===== src/rtl/cu_multicycle_if.sv =====
// ---------------------------------------------------------------------------
// cu_multicycle_if
//   Signal bundle between the multicycle control unit and its datapath and
//   memories.
//
//   Handshakes:
//     instr/im_valid : instr is consumed by the control unit in the FETCH
//                      cycle in which im_valid=1 (ir_we pulses in that same
//                      cycle). im_valid is ignored in every other state.
//     dm_en/dm_ready : dm_en stays high for the whole MEM stay. The access
//                      completes in the first MEM cycle with dm_ready=1.
//                      dm_ready is ignored while dm_en=0.
//
//   Modports:
//     master : datapath / memory side. Drives the instruction word,
//              handshakes and branch result. Receives all control outputs.
//     slave  : control-unit side (cu_multicycle).
// ---------------------------------------------------------------------------
interface cu_multicycle_if #(
    parameter int CNT_W = 32
);
    // Datapath / memory -> control unit
    logic [31:0]      instr;
    logic             im_valid;
    logic             dm_ready;
    logic             branch_taken;

    // Control unit -> datapath / memory
    logic             ir_we;
    logic             pc_we;
    logic             pc_src;
    logic             rf_we;
    logic             dm_en;
    logic             dm_we;
    logic [2:0]       dm_ctrl;
    logic [1:0]       sel_op1;
    logic             sel_op2;
    logic [1:0]       sel_wb;
    logic [2:0]       alu_func3;
    logic             alu_subsra;
    logic [4:0]       rs1;
    logic [4:0]       rs2;
    logic [4:0]       rd;
    logic [2:0]       state;
    logic             trap;
    logic [CNT_W-1:0] instret;

    modport master (
        output instr, im_valid, dm_ready, branch_taken,
        input  ir_we, pc_we, pc_src, rf_we, dm_en, dm_we, dm_ctrl,
               sel_op1, sel_op2, sel_wb, alu_func3, alu_subsra,
               rs1, rs2, rd, state, trap, instret
    );

    modport slave (
        input  instr, im_valid, dm_ready, branch_taken,
        output ir_we, pc_we, pc_src, rf_we, dm_en, dm_we, dm_ctrl,
               sel_op1, sel_op2, sel_wb, alu_func3, alu_subsra,
               rs1, rs2, rd, state, trap, instret
    );
endinterface


===== src/rtl/cu_multicycle.sv =====
// ---------------------------------------------------------------------------
// cu_multicycle
//   Multicycle RV32-style control unit. Instructions are captured into an
//   internal IR and then sequenced through FETCH -> DECODE -> EXEC ->
//   (MEM) -> (WB). Unsupported opcodes and data-memory timeouts park the FSM
//   in TRAP until reset. Retired instructions are counted in instret.
//
//   Ports:
//     clk    : single clock, rising edge
//     reset  : synchronous, active-high
//     bus    : cu_multicycle_if.slave
//              in : instr, im_valid, dm_ready, branch_taken
//              out: ir_we, pc_we, pc_src, rf_we, dm_en, dm_we, dm_ctrl,
//                   sel_op1, sel_op2, sel_wb, alu_func3, alu_subsra,
//                   rs1, rs2, rd, state, trap, instret
//
//   Parameters:
//     CNT_W   : instret width; the counter wraps silently.
//     TIMEOUT : MEM cycles with dm_ready=0 tolerated before trapping.
//               Must be at least 1.
// ---------------------------------------------------------------------------
module cu_multicycle #(
    parameter int CNT_W   = 32,
    parameter int TIMEOUT = 15
) (
    input logic            clk,
    input logic            reset,
    cu_multicycle_if.slave bus
);

    // wait_q only needs to reach TIMEOUT-1.
    localparam int WAIT_W = (TIMEOUT < 2) ? 1 : $clog2(TIMEOUT);
    localparam logic [WAIT_W-1:0] WAIT_LAST = WAIT_W'(TIMEOUT - 1);

    localparam logic [6:0] OP_NOP    = 7'b0000000;
    localparam logic [6:0] OP_R      = 7'b0110011;
    localparam logic [6:0] OP_I      = 7'b0010011;
    localparam logic [6:0] OP_LOAD   = 7'b0000011;
    localparam logic [6:0] OP_STORE  = 7'b0100011;
    localparam logic [6:0] OP_BRANCH = 7'b1100011;
    localparam logic [6:0] OP_JALR   = 7'b1100111;
    localparam logic [6:0] OP_JAL    = 7'b1101111;
    localparam logic [6:0] OP_LUI    = 7'b0110111;
    localparam logic [6:0] OP_AUIPC  = 7'b0010111;

    typedef enum logic [2:0] {
        FETCH  = 3'd0,
        DECODE = 3'd1,
        EXEC   = 3'd2,
        MEM    = 3'd3,
        WB     = 3'd4,
        TRAP   = 3'd5
    } state_t;

    state_t            state_q, state_d;
    logic [31:0]       ir_q, ir_d;
    logic [WAIT_W-1:0] wait_q, wait_d;
    logic [CNT_W-1:0]  instret_q, instret_d;

    // -----------------------------------------------------------------------
    // IR field decode. Everything below depends on ir_q only.
    // -----------------------------------------------------------------------
    logic [6:0] opcode;
    logic [2:0] funct3;
    logic       is_nop, is_r, is_i, is_load, is_store, is_branch;
    logic       is_jalr, is_jal, is_lui, is_auipc, is_legal;

    assign opcode    = ir_q[6:0];
    assign funct3    = ir_q[14:12];
    assign is_nop    = (opcode == OP_NOP);
    assign is_r      = (opcode == OP_R);
    assign is_i      = (opcode == OP_I);
    assign is_load   = (opcode == OP_LOAD);
    assign is_store  = (opcode == OP_STORE);
    assign is_branch = (opcode == OP_BRANCH);
    assign is_jalr   = (opcode == OP_JALR);
    assign is_jal    = (opcode == OP_JAL);
    assign is_lui    = (opcode == OP_LUI);
    assign is_auipc  = (opcode == OP_AUIPC);
    assign is_legal  = is_r | is_i | is_load | is_store | is_branch |
                       is_jalr | is_jal | is_lui | is_auipc;

    logic [1:0] sel_op1_c;
    logic       sel_op2_c;
    logic [1:0] sel_wb_c;
    logic [2:0] alu_func3_c;
    logic       alu_subsra_c;
    logic [4:0] rs2_c;
    logic [4:0] rd_c;

    always_comb begin
        sel_op1_c    = 2'b01;
        sel_op2_c    = 1'b1;
        sel_wb_c     = 2'b01;
        alu_func3_c  = 3'b000;
        alu_subsra_c = 1'b0;
        rs2_c        = ir_q[24:20];
        rd_c         = ir_q[11:7];

        unique case (1'b1)
            is_r: begin
                sel_op2_c    = 1'b0;
                alu_func3_c  = funct3;
                alu_subsra_c = ir_q[30];
            end
            is_i: begin
                alu_func3_c  = funct3;
                // Only SRAI uses bit 30; for other I-ops it is immediate data.
                alu_subsra_c = (funct3 == 3'b101) ? ir_q[30] : 1'b0;
                rs2_c        = 5'd0;
            end
            is_load: begin
                sel_wb_c = 2'b00;
                rs2_c    = 5'd0;
            end
            is_store: begin
                rd_c = 5'd0;
            end
            is_branch: begin
                sel_op1_c = 2'b00;
                rd_c      = 5'd0;
            end
            is_jalr: begin
                sel_wb_c = 2'b10;
                rs2_c    = 5'd0;
            end
            is_jal: begin
                sel_op1_c = 2'b00;
                sel_wb_c  = 2'b10;
                rs2_c     = 5'd0;
            end
            is_lui: begin
                sel_op1_c = 2'b10;
                rs2_c     = 5'd0;
            end
            is_auipc: begin
                sel_op1_c = 2'b00;
                rs2_c     = 5'd0;
            end
            default: ;
        endcase
    end

    // -----------------------------------------------------------------------
    // FSM next-state and strobes
    // -----------------------------------------------------------------------
    logic ir_we_c, pc_we_c, pc_src_c, rf_we_c, dm_en_c, dm_we_c, retire;

    always_comb begin
        state_d  = state_q;
        ir_d     = ir_q;
        wait_d   = wait_q;
        ir_we_c  = 1'b0;
        pc_we_c  = 1'b0;
        pc_src_c = 1'b0;
        rf_we_c  = 1'b0;
        dm_en_c  = 1'b0;
        dm_we_c  = 1'b0;
        retire   = 1'b0;

        unique case (state_q)
            FETCH: begin
                if (bus.im_valid) begin
                    ir_we_c = 1'b1;
                    ir_d    = bus.instr;
                    state_d = DECODE;
                end
            end
            DECODE: begin
                if (is_nop) begin
                    pc_we_c = 1'b1;
                    retire  = 1'b1;
                    state_d = FETCH;
                end else if (!is_legal) begin
                    state_d = TRAP;
                end else begin
                    state_d = EXEC;
                end
            end
            EXEC: begin
                if (is_load || is_store) begin
                    wait_d  = '0;
                    state_d = MEM;
                end else if (is_branch) begin
                    pc_we_c  = 1'b1;
                    pc_src_c = bus.branch_taken;
                    retire   = 1'b1;
                    state_d  = FETCH;
                end else begin
                    state_d = WB;
                end
            end
            MEM: begin
                dm_en_c = 1'b1;
                dm_we_c = is_store;
                if (bus.dm_ready) begin
                    if (is_store) begin
                        pc_we_c = 1'b1;
                        retire  = 1'b1;
                        state_d = FETCH;
                    end else begin
                        state_d = WB;
                    end
                end else if (wait_q == WAIT_LAST) begin
                    // This is the TIMEOUT-th cycle without dm_ready.
                    state_d = TRAP;
                end else begin
                    wait_d = wait_q + WAIT_W'(1);
                end
            end
            WB: begin
                rf_we_c  = (rd_c != 5'd0);
                pc_we_c  = 1'b1;
                pc_src_c = is_jal | is_jalr;
                retire   = 1'b1;
                state_d  = FETCH;
            end
            TRAP: begin
                state_d = TRAP;
            end
            default: begin
                // Unused encodings can only come from a corrupted register.
                state_d = TRAP;
            end
        endcase
    end

    assign instret_d = instret_q + (retire ? CNT_W'(1) : CNT_W'(0));

    // -----------------------------------------------------------------------
    // State registers. Reset wins over any transition or retirement.
    // -----------------------------------------------------------------------
    always_ff @(posedge clk) begin
        if (reset) begin
            state_q   <= FETCH;
            ir_q      <= '0;
            wait_q    <= '0;
            instret_q <= '0;
        end else begin
            state_q   <= state_d;
            ir_q      <= ir_d;
            wait_q    <= wait_d;
            instret_q <= instret_d;
        end
    end

    // -----------------------------------------------------------------------
    // Outputs. Strobes are forced low while reset is held so that no side
    // effect escapes in the reset cycle.
    // -----------------------------------------------------------------------
    assign bus.ir_we      = ir_we_c & ~reset;
    assign bus.pc_we      = pc_we_c & ~reset;
    assign bus.pc_src     = pc_src_c;
    assign bus.rf_we      = rf_we_c & ~reset;
    assign bus.dm_en      = dm_en_c & ~reset;
    assign bus.dm_we      = dm_we_c & ~reset;
    assign bus.dm_ctrl    = funct3;
    assign bus.sel_op1    = sel_op1_c;
    assign bus.sel_op2    = sel_op2_c;
    assign bus.sel_wb     = sel_wb_c;
    assign bus.alu_func3  = alu_func3_c;
    assign bus.alu_subsra = alu_subsra_c;
    assign bus.rs1        = ir_q[19:15];
    assign bus.rs2        = rs2_c;
    assign bus.rd         = rd_c;
    assign bus.state      = state_q;
    assign bus.trap       = (state_q == TRAP);
    assign bus.instret    = instret_q;

endmodule

===== src/flat_wrapper.sv =====
// flat-port wrapper written by rule: the top's interface ports become plain ports
module cu_multicycle_flat 
#(
    parameter int CNT_W   = 32,
    parameter int TIMEOUT = 15
)
  (clk, reset, bus_instr, bus_im_valid, bus_dm_ready, bus_branch_taken, bus_ir_we, bus_pc_we, bus_pc_src, bus_rf_we, bus_dm_en, bus_dm_we, bus_dm_ctrl, bus_sel_op1, bus_sel_op2, bus_sel_wb, bus_alu_func3, bus_alu_subsra, bus_rs1, bus_rs2, bus_rd, bus_state, bus_trap, bus_instret);
  cu_multicycle_if #(.CNT_W(CNT_W)) bus_i ();
  input logic clk;
  input logic reset;
  input wire logic [$bits(bus_i.instr)-1:0] bus_instr;
  input wire logic [$bits(bus_i.im_valid)-1:0] bus_im_valid;
  input wire logic [$bits(bus_i.dm_ready)-1:0] bus_dm_ready;
  input wire logic [$bits(bus_i.branch_taken)-1:0] bus_branch_taken;
  output wire logic [$bits(bus_i.ir_we)-1:0] bus_ir_we;
  output wire logic [$bits(bus_i.pc_we)-1:0] bus_pc_we;
  output wire logic [$bits(bus_i.pc_src)-1:0] bus_pc_src;
  output wire logic [$bits(bus_i.rf_we)-1:0] bus_rf_we;
  output wire logic [$bits(bus_i.dm_en)-1:0] bus_dm_en;
  output wire logic [$bits(bus_i.dm_we)-1:0] bus_dm_we;
  output wire logic [$bits(bus_i.dm_ctrl)-1:0] bus_dm_ctrl;
  output wire logic [$bits(bus_i.sel_op1)-1:0] bus_sel_op1;
  output wire logic [$bits(bus_i.sel_op2)-1:0] bus_sel_op2;
  output wire logic [$bits(bus_i.sel_wb)-1:0] bus_sel_wb;
  output wire logic [$bits(bus_i.alu_func3)-1:0] bus_alu_func3;
  output wire logic [$bits(bus_i.alu_subsra)-1:0] bus_alu_subsra;
  output wire logic [$bits(bus_i.rs1)-1:0] bus_rs1;
  output wire logic [$bits(bus_i.rs2)-1:0] bus_rs2;
  output wire logic [$bits(bus_i.rd)-1:0] bus_rd;
  output wire logic [$bits(bus_i.state)-1:0] bus_state;
  output wire logic [$bits(bus_i.trap)-1:0] bus_trap;
  output wire logic [$bits(bus_i.instret)-1:0] bus_instret;
  assign bus_i.instr = bus_instr;
  assign bus_i.im_valid = bus_im_valid;
  assign bus_i.dm_ready = bus_dm_ready;
  assign bus_i.branch_taken = bus_branch_taken;
  assign bus_ir_we = bus_i.ir_we;
  assign bus_pc_we = bus_i.pc_we;
  assign bus_pc_src = bus_i.pc_src;
  assign bus_rf_we = bus_i.rf_we;
  assign bus_dm_en = bus_i.dm_en;
  assign bus_dm_we = bus_i.dm_we;
  assign bus_dm_ctrl = bus_i.dm_ctrl;
  assign bus_sel_op1 = bus_i.sel_op1;
  assign bus_sel_op2 = bus_i.sel_op2;
  assign bus_sel_wb = bus_i.sel_wb;
  assign bus_alu_func3 = bus_i.alu_func3;
  assign bus_alu_subsra = bus_i.alu_subsra;
  assign bus_rs1 = bus_i.rs1;
  assign bus_rs2 = bus_i.rs2;
  assign bus_rd = bus_i.rd;
  assign bus_state = bus_i.state;
  assign bus_trap = bus_i.trap;
  assign bus_instret = bus_i.instret;
  cu_multicycle #(.CNT_W(CNT_W), .TIMEOUT(TIMEOUT)) u_core (.clk(clk), .reset(reset), .bus(bus_i));
endmodule

===== config.mk =====
export PLATFORM = sky130hd
export DESIGN_NAME = cu_multicycle_flat
export DESIGN_NICKNAME = d
export VERILOG_FILES = /design/src/rtl/cu_multicycle_if.sv /design/src/rtl/cu_multicycle.sv /design/src/flat_wrapper.sv
export SDC_FILE = /design/constraint.sdc
export NUM_CORES = 1
export LEC_CHECK = 0
export BUFFER_PORTS_ARGS = -buffer_cell sky130_fd_sc_hd__buf_2
export CAP_MARGIN = 15
export CORE_ASPECT_RATIO = 0.5
export CORE_UTILIZATION = 45
export CTS_CLUSTER_DIAMETER = 50
export DETAILED_ROUTE_END_ITERATION = 12
export PLACE_DENSITY = 0.87
export SLEW_MARGIN = 25
export SYNTH_ARGS = -nofsm -noshare
export SYNTH_HDL_FRONTEND = slang
export SYNTH_SLANG_ARGS = --single-unit
export TNS_END_PERCENT = 1

===== constraint.sdc =====
create_clock -name clk -period 2.85 [get_ports clk]
set_input_delay 0.1425 -clock clk [delete_from_list [all_inputs] [get_ports clk]]
set_output_delay 0.1425 -clock clk [all_outputs]
set_load 0.02 [all_outputs]

==> flow_summary.toml <==
[status]
status = "finished clean"

[cts]
clk_pin_slew_ps = 50
cts-root-buf = "clkbuf_16"
clockBufferDepth = 2
clk_latency_ps = 320
cts_buffers = 9
cts_sinks = 65
hold_buffers = 0
cts_tree = "done"
cts.htree.levels = 3

[die]
die_area_sq_mm = 0.00731
ios = 106
num_rows = 21
die_w_um = 120
initial_core_util_pct = 46.7
core_sq_mm = 0.00670
die_h_um = 60.9

[synthesis]
yosys_most_used_dff = "dfxtp_1"
synth_top_area_share_pct = 41.6
synth-edff-count = 0
postSynthRegisterBits = 65
ys.warnings.count = 0
synth_cell_types = 47
seq_area_frac_synth_pct = 41.6
synth.area.top_cells = "dfxtp_1 (42%), nand2_1 (8.0%), xor2_1 (7.8%), nor2_1 (5.8%), a21oi_1 (5.4%)"
async_reset_ff_share_pct = 0
syn-num-nets = 427
synth_area_sq_mm = 0.00313
synthCells = 386
postSynthAreaPerCell_sq_um = 8.10
yosysTopAreaCell = "dfxtp_1"

[sta]
finalMaxSlewViolations = 0
fin_crit_ps = 2830
finalSetupTns_ps = 0
setup_ws_ps = 24.2
hold_viol = 0
period_share_pct = 99.2
max_slew.worst_pin.slew_ps = 826
rsz0062_at_grt = "yes"
relSlewSlack_pct = 44.4
fin_skew_ps = 6.29
clock.fmax_mhz = 354
setup_viol_count_final = 0

[drt]
drtIter0Drc = 123
vias_per_cell = 5.04
drc = 0
wire_per_inst_um = 12.9
dr.pass1.iters = 4
ant_nets = 0
routed_wl_mm = 7.60
vias = 2971

[placement]
place_hpwl_mm = 5.39
portBuffers = 99
gp_congestion = 0.847
dpl_worst_slack_ps = -78.0

[worst_setup_path]
path_cells = "or3_4 > or4b_4 > o21a_1 > o32ai_2 > ha_2 > ha_4 > nand2_2 > nor2_2 > buf_6 > buf_4 > nand4_1 > xor2_1 > nor2_1"
end_kind = "flop"
path_class = "reg2reg"
crit_path_start_kind = "flop"
arrival_ps = 3020
cp_slowest_stage_delay_ps = 490
path_max_fanout = 5
cp.required_ps = 3050
cp_slowest_cell = "or4b_4"

[global_routing]
grt-ovfl-total = 0
first_global_vias = 2589
grtUsageTotal_pct = 21.1
grt_antenna_before_repair = 0
grt_max_degree = 37
grt_pass1_wl_mm = 12.0

[power_and_ir_drop]
p_seq_share_pct = 42.5
ir_worst_vdd_mv = 0.276
combPwrFrac_pct = 13.6
power.density_mw_per_mm2 = 556
sw_frac_of_total_pct = 24.9
switching_power_mw = 0.570
leakage_nw = 1.86
clkPwrFrac_pct = 43.9
intPower_mw = 1.72

[min_path]
holdCritPathClass = "in2reg"

[finish]
nNetsFinal = 535
n_antenna_cell = 0
drive_gt1_share_pct = 31.3
area_growth_pct = 31.9

[job]
cap_violations = 0
repair_timing:
action                                  4_1_cts  5_1_grt
endpoints found under the hold margin         0        0
resized for setup                             7        6
endpoints found under the setup margin        5       24
pin swaps                                     4        7
setup buffers                                 3        2
flip-flops by register name (all words and copies together) (netlist names):
register	cells
u_core.wait_q	4
u_core.ir_q	26
u_core.bus.instret	32
u_core.bus.state	3
metal layers:
metal | vias up | part of all wire [%] | routed length [um] | global-route usage (%)
li1 | 1512 | - | - | -
met1 | 1411 | 46 | 3470 | 25.3
met2 | 44 | 51 | 3860 | 38.6
met3 | 4 | 3.1 | 234 | 5.55
met4 | 0 | 0.47 | 36 | 5.89
met5 | - | 0 | 0 | 0
layout make-up:
cell class                      count  area (sq um)
Clock buffer                       12           267
Clock inverter                      3          15.0
Fill cell                         595          2580
Inverter                            3          11.3
Multi-Input combinational cell    292          1740
Sequential cell                    65          1300
Tap cell                           92           115
Timing Repair Buffer              123           679
metrics by stage:
step / std cells / hold WS (ps) / total power [mW] / utilization [%] / instance area, sq um
after global routing: 590 / 62.5 / 2.39 / 61.6 / 4120
after global placement: 570 / 383 / 1.29 / 56.0 / 3750
after CTS: 588 / 54.7 / 2.31 / 60.9 / 4080
after floorplan: 386 / 278 / 1.20 / - / 3130
after detailed placement: 570 / 388 / 1.30 / 56.0 / 3750
final: 590 / 60.8 / 2.29 / 61.6 / 4120
cells by family (layout without fill, tap and decap cells):
group / Yosys count / in the layout / synth area share, %
xor+xnor: 32 / 32 / 8.96
fa+ha+maj: 4 / 4 / 1.60
compound gates: 52 / 52 / 9.88
simple gates: 203 / 203 / 32.9
mux: 1 / 1 / 0.320
flops: 65 / 65 / 41.6
buf+inv: 29 / 141 / 4.68
critical path, delay by kind of cell, from the launching register on:
kind	cells	cell delay (ps)
AND/OR/NAND/NOR	6	1200
adder cells (fa/ha/maj)	2	450
XOR/XNOR	1	180
buffers and inverters	2	230
flip-flops	1	310
AO/OA/AOI/OAI	2	330
cell usage after synthesis, drive strengths merged (3+ instances only):
library cell  instances
ha                    4
nand3b                6
nor2b                 9
buf                  14
dfxtp                65
xor2                 28
and3                  6
inv                   3
nand2                67
nand4                10
nand2b                5
a21oi                34
nand3                16
and4                  4
xnor2                 4
nor2                 48
o21ai                 4
or3                   3
nor3                  3
nor4                  5
clkbuf               12
and2                 12
layout by cell type, fill, tap and decap left out, drive strengths merged, types with 9 or more instances in the layout:
cell	Yosys	layout
buf	14	123
nand2	67	67
dfxtp	65	65
nor2	48	48
a21oi	34	34
xor2	28	28
nand3	16	16
and2	12	12
clkbuf	12	12
nand4	10	10
nor2b	9	9
final timing paths:
path	slack, ps	startpoint	depth (start not counted)	to
min	60	bus_instr[30]	3	u_core.ir_q[30]$_SDFFE_PP0P_
max reg2reg	20	u_core.ir_q[2]$_SDFFE_PP0P_	13	u_core.bus.instret[28]$_SDFF_PP0_
max	20	u_core.ir_q[2]$_SDFFE_PP0P_	13	u_core.bus.instret[28]$_SDFF_PP0_
min reg2reg	450	u_core.ir_q[24]$_SDFFE_PP0P_	2	u_core.ir_q[24]$_SDFFE_PP0P_
power by group through the flow:
stage	clock [mW]	sequential, mW	combinational (mW)
after global routing	1.06	0.978	0.346
after detailed placement	0	0.992	0.310
after floorplan	0	0.996	0.208
final	1.01	0.975	0.312
after global placement	0	0.990	0.302
after CTS	1.02	0.974	0.311
Power figures use the tool's default switching activity.
